## config.mk

```make
export PLATFORM = sky130hd
export DESIGN_NAME = fifo_push_arbiter_flat
export DESIGN_NICKNAME = d
export VERILOG_FILES = /design/src/rtl/fifo_push_arbiter_pkg.sv /design/src/rtl/fifo_push_arbiter_if.sv /design/src/rtl/fifo_push_arbiter_rr_pick.sv /design/src/rtl/fifo_push_arbiter.sv /design/src/flat_wrapper.sv
export SDC_FILE = /design/constraint.sdc
export NUM_CORES = 1
export LEC_CHECK = 0
export ABC_AREA = 1
export BUFFER_PORTS_ARGS = -buffer_cell sky130_fd_sc_hd__buf_2
export CAP_MARGIN = 20
export CORE_AREA = 2 2 54 56
export CTS_CLUSTER_DIAMETER = 200
export DETAILED_ROUTE_END_ITERATION = 8
export DIE_AREA = 0 0 56 58
export GPL_ROUTABILITY_DRIVEN = 0
export PLACE_DENSITY = 0.79
export SLEW_MARGIN = 40
export SYNTH_ARGS = -nofsm -noshare
export SYNTH_HDL_FRONTEND = slang
export SYNTH_SLANG_ARGS = --single-unit
```

## constraint.sdc

```tcl
create_clock -name clk -period 5.1 [get_ports clk]
set_input_delay 1.02 -clock clk [delete_from_list [all_inputs] [get_ports clk]]
set_output_delay 1.02 -clock clk [all_outputs]
set_load 0.005 [all_outputs]
```

## src/rtl/fifo_push_arbiter_pkg.sv

```systemverilog
// Package for the FIFO push arbiter.
// Holds the shared data type, the arbiter sizing constants, the index and
// counter types, the FSM state enum and two small index helpers.
// Ports: none (package only).
package fifo_push_arbiter_pkg;

  // Data path width shared with the FIFO.
  localparam int W_DATA = 8;
  typedef logic [W_DATA-1:0] data_t;

  // Arbiter sizing.
  localparam int N_REQ     = 4;   // 2..16 requesters
  localparam int MAX_BURST = 4;   // 1..256 words per grant
  localparam int IDX_W     = $clog2(N_REQ);
  localparam int CNT_W     = $clog2(MAX_BURST) + 1;

  typedef logic [IDX_W-1:0] req_idx_t;
  typedef logic [CNT_W-1:0] burst_cnt_t;

  typedef enum logic {
    ARB_IDLE  = 1'b0,
    ARB_BURST = 1'b1
  } arb_state_t;

  // One-hot vector with bit i set.
  function automatic logic [N_REQ-1:0] idx_onehot(req_idx_t i);
    logic [N_REQ-1:0] r;
    r    = '0;
    r[i] = 1'b1;
    return r;
  endfunction

  // (i + 1) mod N_REQ, valid for non-power-of-two N_REQ as well.
  function automatic req_idx_t idx_next(req_idx_t i);
    if (i == req_idx_t'(N_REQ - 1)) begin
      return '0;
    end
    return i + 1'b1;
  endfunction

endpackage

```

## src/rtl/fifo_push_arbiter_if.sv

```systemverilog
// Interface bundling the requester side and the FIFO write side of the
// push arbiter.
// Signals:
//   req / req_data  per-requester valid and packed data (index i at [i*W_DATA +: W_DATA])
//   ack             per-requester accept, combinational
//   gnt / owner     registered one-hot grant and index of the holder
//   busy / state    arbiter in BURST / raw FSM state for observation
//   fifo_full       FIFO full flag in, fifo_push / fifo_data out
// Handshake: req[i] is a valid; a word transfers in a cycle where
// req[i] & ack[i] is 1 at the clock edge. ack[i] is only ever 1 together with
// fifo_push, so every acked word is exactly one FIFO write. Once req[i] is 1
// the requester keeps req_data[i] stable until ack[i]; it may drop req[i] at
// any time, which takes no word.
// Modports: master = requesters + FIFO model side, slave = the arbiter.
interface fifo_push_arbiter_if;
  import fifo_push_arbiter_pkg::*;

  logic [N_REQ-1:0]        req;
  logic [N_REQ*W_DATA-1:0] req_data;
  logic [N_REQ-1:0]        ack;
  logic [N_REQ-1:0]        gnt;
  req_idx_t                owner;
  logic                    busy;
  arb_state_t              state;
  logic                    fifo_full;
  logic                    fifo_push;
  data_t                   fifo_data;

  modport master (
    output req, req_data, fifo_full,
    input  ack, gnt, owner, busy, state, fifo_push, fifo_data
  );

  modport slave (
    input  req, req_data, fifo_full,
    output ack, gnt, owner, busy, state, fifo_push, fifo_data
  );

endinterface

```

## src/rtl/fifo_push_arbiter_rr_pick.sv

```systemverilog
// Combinational rotating-priority picker.
// Searches req starting at rr_ptr and wrapping modulo N_REQ; the first set
// bit wins.
// Ports:
//   req     in   N_REQ      request vector
//   rr_ptr  in   req_idx_t  index with highest priority this cycle
//   any     out  1          at least one request is set
//   winner  out  req_idx_t  index of the selected request (0 when none)
module fifo_push_arbiter_rr_pick
  import fifo_push_arbiter_pkg::*;
(
  input  logic [N_REQ-1:0] req,
  input  req_idx_t         rr_ptr,
  output logic             any,
  output req_idx_t         winner
);

  req_idx_t cand;

  always_comb begin
    any    = 1'b0;
    winner = '0;
    cand   = '0;
    for (int k = 0; k < N_REQ; k++) begin
      cand = req_idx_t'((int'(rr_ptr) + k) % N_REQ);
      if (!any && req[cand]) begin
        any    = 1'b1;
        winner = cand;
      end
    end
  end

endmodule

```

## src/rtl/fifo_push_arbiter.sv

```systemverilog
// Round-robin arbiter sharing one FIFO write port among N_REQ requesters.
// A grant lasts until MAX_BURST words are written or the owner drops its
// request; then one idle cycle passes and the next requester after the
// previous owner wins. A full FIFO stalls the burst without releasing it.
// Ports:
//   clk  in  write-domain clock, posedge
//   rst  in  asynchronous active-low reset
//   bus  slave modport of fifo_push_arbiter_if (requests, grant, FIFO write)
module fifo_push_arbiter
  import fifo_push_arbiter_pkg::*;
(
  input  logic               clk,
  input  logic               rst,
  fifo_push_arbiter_if.slave bus
);

  localparam burst_cnt_t LAST_CNT = burst_cnt_t'(MAX_BURST - 1);

  arb_state_t       state_q, state_d;
  logic [N_REQ-1:0] gnt_q, gnt_d;
  req_idx_t         owner_q, owner_d;
  req_idx_t         rr_ptr_q, rr_ptr_d;
  burst_cnt_t       burst_cnt_q, burst_cnt_d;

  logic     pick_any;
  req_idx_t pick_winner;
  logic     in_burst;
  logic     owner_req;
  logic     push;
  data_t    owner_data;

  fifo_push_arbiter_rr_pick u_pick (
    .req    (bus.req),
    .rr_ptr (rr_ptr_q),
    .any    (pick_any),
    .winner (pick_winner)
  );

  // Select the owner's word with constant slices.
  always_comb begin
    owner_data = '0;
    for (int i = 0; i < N_REQ; i++) begin
      if (owner_q == req_idx_t'(i)) begin
        owner_data = bus.req_data[i*W_DATA +: W_DATA];
      end
    end
  end

  assign in_burst  = (state_q == ARB_BURST);
  assign owner_req = bus.req[owner_q];
  assign push      = in_burst & owner_req & ~bus.fifo_full;

  assign bus.fifo_push = push;
  assign bus.fifo_data = push ? owner_data : '0;
  assign bus.ack       = push ? idx_onehot(owner_q) : '0;
  assign bus.gnt       = gnt_q;
  assign bus.owner     = owner_q;
  assign bus.busy      = in_burst;
  assign bus.state     = state_q;

  always_comb begin
    state_d     = state_q;
    gnt_d       = gnt_q;
    owner_d     = owner_q;
    rr_ptr_d    = rr_ptr_q;
    burst_cnt_d = burst_cnt_q;
    case (state_q)
      ARB_IDLE: begin
        if (pick_any) begin
          state_d     = ARB_BURST;
          gnt_d       = idx_onehot(pick_winner);
          owner_d     = pick_winner;
          burst_cnt_d = '0;
        end
      end
      ARB_BURST: begin
        // A withdrawn request releases without taking a word; the last word
        // of a full burst is still written in the releasing cycle.
        if (!owner_req || (push && (burst_cnt_q == LAST_CNT))) begin
          state_d     = ARB_IDLE;
          gnt_d       = '0;
          rr_ptr_d    = idx_next(owner_q);
          burst_cnt_d = '0;
        end else if (push) begin
          burst_cnt_d = burst_cnt_q + 1'b1;
        end
      end
      default: begin
        state_d = ARB_IDLE;
        gnt_d   = '0;
      end
    endcase
  end

  always_ff @(posedge clk or negedge rst) begin
    if (!rst) begin
      state_q     <= ARB_IDLE;
      gnt_q       <= '0;
      owner_q     <= '0;
      rr_ptr_q    <= '0;
      burst_cnt_q <= '0;
    end else begin
      state_q     <= state_d;
      gnt_q       <= gnt_d;
      owner_q     <= owner_d;
      rr_ptr_q    <= rr_ptr_d;
      burst_cnt_q <= burst_cnt_d;
    end
  end

endmodule

```

## src/flat_wrapper.sv

```systemverilog
// flat-port wrapper written by rule: the top's interface ports become plain ports
module fifo_push_arbiter_flat import fifo_push_arbiter_pkg::*;
  (clk, rst, bus_req, bus_req_data, bus_fifo_full, bus_ack, bus_gnt, bus_owner, bus_busy, bus_state, bus_fifo_push, bus_fifo_data);
  fifo_push_arbiter_if bus_i ();
  input  logic clk;
  input  logic rst;
  input wire logic [$bits(bus_i.req)-1:0] bus_req;
  input wire logic [$bits(bus_i.req_data)-1:0] bus_req_data;
  input wire logic [$bits(bus_i.fifo_full)-1:0] bus_fifo_full;
  output wire logic [$bits(bus_i.ack)-1:0] bus_ack;
  output wire logic [$bits(bus_i.gnt)-1:0] bus_gnt;
  output wire logic [$bits(bus_i.owner)-1:0] bus_owner;
  output wire logic [$bits(bus_i.busy)-1:0] bus_busy;
  output wire logic [$bits(bus_i.state)-1:0] bus_state;
  output wire logic [$bits(bus_i.fifo_push)-1:0] bus_fifo_push;
  output wire logic [$bits(bus_i.fifo_data)-1:0] bus_fifo_data;
  assign bus_i.req = bus_req;
  assign bus_i.req_data = bus_req_data;
  assign bus_i.fifo_full = bus_fifo_full;
  assign bus_ack = bus_i.ack;
  assign bus_gnt = bus_i.gnt;
  assign bus_owner = bus_i.owner;
  assign bus_busy = bus_i.busy;
  assign bus_state = bus_i.state;
  assign bus_fifo_push = bus_i.fifo_push;
  assign bus_fifo_data = bus_i.fifo_data;
  fifo_push_arbiter u_core (.clk(clk), .rst(rst), .bus(bus_i));
endmodule
```

======== Word level (Yosys, flattened, before mapping) ========
Cells that the tools add are included.
storage, ports and cells
  bits in registers ....................... 12
  input port bits ......................... 39
  word-level logic and storage cells ...... 88
cells by class
  $add $sub $neg .......................... 5
  $lt $le $gt $ge ......................... 8
  eq/ne operators ......................... 7
  mux-type cells .......................... 43
  bitwise operators ....................... 4
  reductions and logical operators ........ 16
operators by type and width
  operator             number
  $mux 8               5
  $lt 2x3->1 const B   6
  $mux 1               16
  $mux 2               6
  $mux 4               3
  $bmux 1 s2           5
  $mux 3               3
  $pmux 4 s2           1
  $reduce_and 2->1     4
  $logic_and 1x1->1    6
  $pmux 3 s2           1
  $add 2x1->2 const B  2
  $add 2x2->2 const B  2
  $demux 1 s2          2
  $eq 2x2->1 const B   2
  $ge 2x1->1 const B   2
  $logic_not 1->1      4
  $add 3x1->3 const B  1
  $eq 3x2->1 const B   1
  $ne 3x3->1 const B   1
  $and 1x1->1          2
  $eq 2x1->1 const B   1
  $logic_not 2->1      1
  $ne 2x1->1 const B   1
  4 further kinds      5

======== Longest topological paths before layout ========
  depth in word-level cells ............... 18
  depth in mapped cells ................... 12
  depth with buffers taken out ............ 12

======== Modules after synthesis ========
A second synthesis with hierarchy kept.
unflattened totals
  cell total of the unflattened synthesis .. 213
  area, all modules ....................... 1418.9 um^2
modules (own cells, without submodules)
  module                     instances  cells each  area an instance (um^2)  seq. area each (um^2)
  fifo_push_arbiter          1          154         1099.8                   300.3
  fifo_push_arbiter_rr_pick  1          59          319.1                    0.0

======== Least setup slack after synthesis ========
No wires, ideal clock.
  path kind ............................... input port to output port
  start ................................... in bus_req[3]
  end ..................................... out bus_fifo_data[0]
  arrival ................................. 1.814 ns
  required time ........................... 4.080 ns
  path slack .............................. 2.266 ns
  cell stages on the path ................. 6
  cell sequence ........................... nand2_1 nand3_1 nand2_1 nor3_2 o21ai_0 a21oi_1
between the ends
  cells in the longest elaborated chain, start to end .. 5
RTL lines
  what                          line                     RTL
  from (decl)                   flat_wrapper.sv:7        input wire logic [$bits(bus_i.req)-1:0] bus_req;
  $bmux 1 s2                    fifo_push_arbiter.sv:50  assign owner_req = bus.req[owner_q];
  $mux 1 (not written as such)  fifo_push_arbiter.sv:50
  $and 1x1->1 (2 in series)     fifo_push_arbiter.sv:51  assign push = in_burst & owner_req & ~bus.fifo_full;
  net bus_fifo_push             flat_wrapper.sv:15       output wire logic [$bits(bus_i.fifo_push)-1:0] bus_fifo_push;
  $mux 8                        fifo_push_arbiter.sv:54  assign bus.fifo_data = push ? owner_data : '0;
  to (decl)                     flat_wrapper.sv:16       output wire logic [$bits(bus_i.fifo_data)-1:0] bus_fifo_data;
The timed path passes the listed nets, and every way through them passes these cells. The select of a mux whose other input is x is not followed.

======== Worst setup path after layout ========
  start ................................... in bus_req[1]
  end ..................................... out bus_fifo_data[6]
between the ends
  cells in the longest elaborated chain, start to end .. 5
RTL lines
  what                          line
  $bmux 1 s2                    fifo_push_arbiter.sv:50
  $mux 1 (not written as such)  fifo_push_arbiter.sv:50
  $and 1x1->1 (2 in series)     fifo_push_arbiter.sv:51
  $mux 8                        fifo_push_arbiter.sv:54
No other way between the ends. The select of a mux whose other input is x is not followed.

==> impl_metrics.csv <==
group,metric,value,unit
run_status,outcome,"finished, final reports clean",
finish,fin_util,58.74,%
global_route,global_route.peak_usage_layer,"met2",
drt,avgViaCountPerCell,5.137,
worst_setup_path,crit_required,4.08,ns
die,die_w,56,um
clock_network,cts_root_buffer,"clkbuf_4",
global_route,track_usage,19.48,%
clock_network,clock_path_buffers,2,
logic_synthesis,synth_cell_types,24,
sta,tightest_slew,0.5337,ns
die,start_util,47.23,%
finish,area_delta_synth_final,24.38,%
power,ir_drop,0.3537,mV
worst_hold_path,hold_path.class,"reg2reg",
global_route,grt_pass1_vias,1232,
finish,final_area,1564,um2
sta,setup_viol,0,
logic_synthesis,syn_area,1257,um2
drt,drt_iter0_markers,88,
worst_setup_path,worst-endpoint-arrival,2.21,ns
power,leakagePower,0.0009218,uW
global_route,grt_pass1_wl,5.181,mm
sta,holdWs,0.5176,ns
worst_setup_path,rrSetupSlack,3.19,ns
finish,fillCellCount,274,
logic_synthesis,synth-edff-count,0,
logic_synthesis,ys_seq_area_share,23.88,%
finish,drive_above_1_share,29.01,%
clock_network,cts_sinks,12,
global_route,use_met3,2.902,%
drt,wl,3.244,mm
drt,drc_errors,0,
clock_network,hold_buffers,0,
clock_network,cts_tree,"done",
die,core,2663,um2
clock_network,clkLatencyLatePin,0.27,ns
drt,drt_pass1_iterations,4,
finish,fin_nets,309,
power,powerDensity,572.6,nW/um2
worst_setup_path,crit_type,"in2out",
logic_synthesis,synth_nets,252,
sta,tns,0,ns
sta,rsz0062_at_grt,"no",
drt,routedWlPerCell,11.07,um
logic_synthesis,async_reset_ff_share,100.0,%
sta,clock.fmax,310.0,MHz
sta,final_hold_viol_count,0,
sta,skew,0.002162,ns
drt,num_vias,1505,
place,portBuffers,59,
logic_synthesis,synthCells,207,
die,rows,19,
place,hpwl,2.583,mm
global_route,overflow,0,
clock_network,path_clk_slew,0.07,ns
global_route,grtUsageMet1,26.15,%
global_route,grt_use_met2,33.11,%
die,num_io_pins,60,
die,dieArea,3248,um2
flow_run,maxCapViolations,0,
logic_synthesis,synth_seq_cells,12,
place,placed_cell_area,1541,um2
global_route,antenna_found_initial,0,
worst_setup_path,crit_path_start_kind,"primary input",
clock_network,post_cts_resized,0,
worst_setup_path,cp_max_fo,10,
sta,slew-limit-headroom,64.23,%
sta,finalMaxSlewViolations,0,
finish,multi_input_area,824.5,um2
clock_network,post_cts_buffers,0,
clock_network,cts_htree_levels,1,
logic_synthesis,synth.avg_cell_area,6.075,um2
finish,final_cell_mix,"59 x nand2_1, 59 x buf_2, 26 x o21ai_0, 22 x nor2_1, 20 x nand3_1",
drt,drtAntennaViolNets,0,
clock_network,numCtsBuffers,3,
sta,fin_crit,3.226,ns
worst_setup_path,cp-end-kind,"primary output",
sta,fin_crit_sh,63.26,%
die,die_y,58,um
logic_synthesis,yosys_warnings,0,
logic_synthesis,ys.flop_type,"dfrtp_1",
global_route,grt_max_degree,18,
finish,seq_area,300.3,um2
finish,antenna_cells,0,
==> area by class of cell <==
| cell class | count | share of cell area [%] |
|---|---|---|
| multi-input combinational | 166 | 52.72 |
| sequential | 12 | 19.20 |
| timing repair buffer | 59 | 18.88 |
| inverter | 22 | 5.280 |
| tap | 31 | 2.480 |
| clock buffer | 3 | 1.440 |
==> registers in the layout (all words and copies together) (netlist names) <==
| signal | count |
|---|---|
| u_core.burst_cnt_q | 3 |
| u_core.bus.busy | 1 |
| u_core.bus.gnt | 4 |
| u_core.bus.owner | 2 |
| u_core.rr_ptr_q | 2 |
==> logic make-up after synthesis <==
group                    after synthesis  share of synthesized area, %
adder cells (fa/ha/maj)                6                         5.970
buffers and inverters                 29                         10.55
AO/OA/AOI/OAI                         46                         18.51
AND/OR/NAND/NOR                      114                         41.09
flip-flops                            12                         23.88
==> Yosys cell counts, drive strengths merged, types with 3 or more instances <==
library cell / instances / area share (%)
a21oi: 17 / 6.8
buf: 4 / 3.1
clkbuf: 3 / 0.90
dfrtp: 12 / 24
ha: 6 / 6.0
inv: 21 / 6.3
nand2: 66 / 22
nand3: 22 / 9.6
nor2: 23 / 7.5
o21ai: 28 / 11
==> layer usage <==
layer  up-vias  share of wire (%)
met3         4                8.5
met2        73                 45
li1        783                  -
met1       645                 46
met5         -                  0
met4         0               0.77
==> final timing paths <==
path	from	end	depth (start not counted)
max	bus_req[1]	bus_fifo_data[6]	8
min reg2reg	u_core.burst_cnt_q[1]	u_core.burst_cnt_q[1]	2
min	u_core.burst_cnt_q[1]	u_core.burst_cnt_q[1]	2
max in group asynchronous	rst	u_core.burst_cnt_q[2]	1
max reg2reg	u_core.rr_ptr_q[0]	u_core.burst_cnt_q[2]	11
min in group asynchronous	rst	u_core.bus.gnt[2]	1
==> critical path: stages <==
cell,delay (ns)
buf_2,0.10
nand2_1,0.05
nand3_1,0.09
nand2_1,0.09
nor3_2,0.42
o21ai_0,0.18
a21oi_1,0.14
buf_2,0.12
==> through the flow <==
stage	worst slack (ns)	power [uW]	cells
global placement	1.879	829.1	290
detailed placement	1.881	836.2	290
finish	1.874	895.6	293
floorplan	2.266	697.0	207
CTS	1.879	898.9	293
global route	1.644	1004	293
==> where the power goes <==
group / total, uW / switching [uW] / internal (uW)
sequential: 188 / 54.1 / 134
combinational: 651 / 418 / 233
clock: 56.9 / 29.6 / 27.3
total: 896 / 502 / 393
Power figures use the tool's default switching activity.
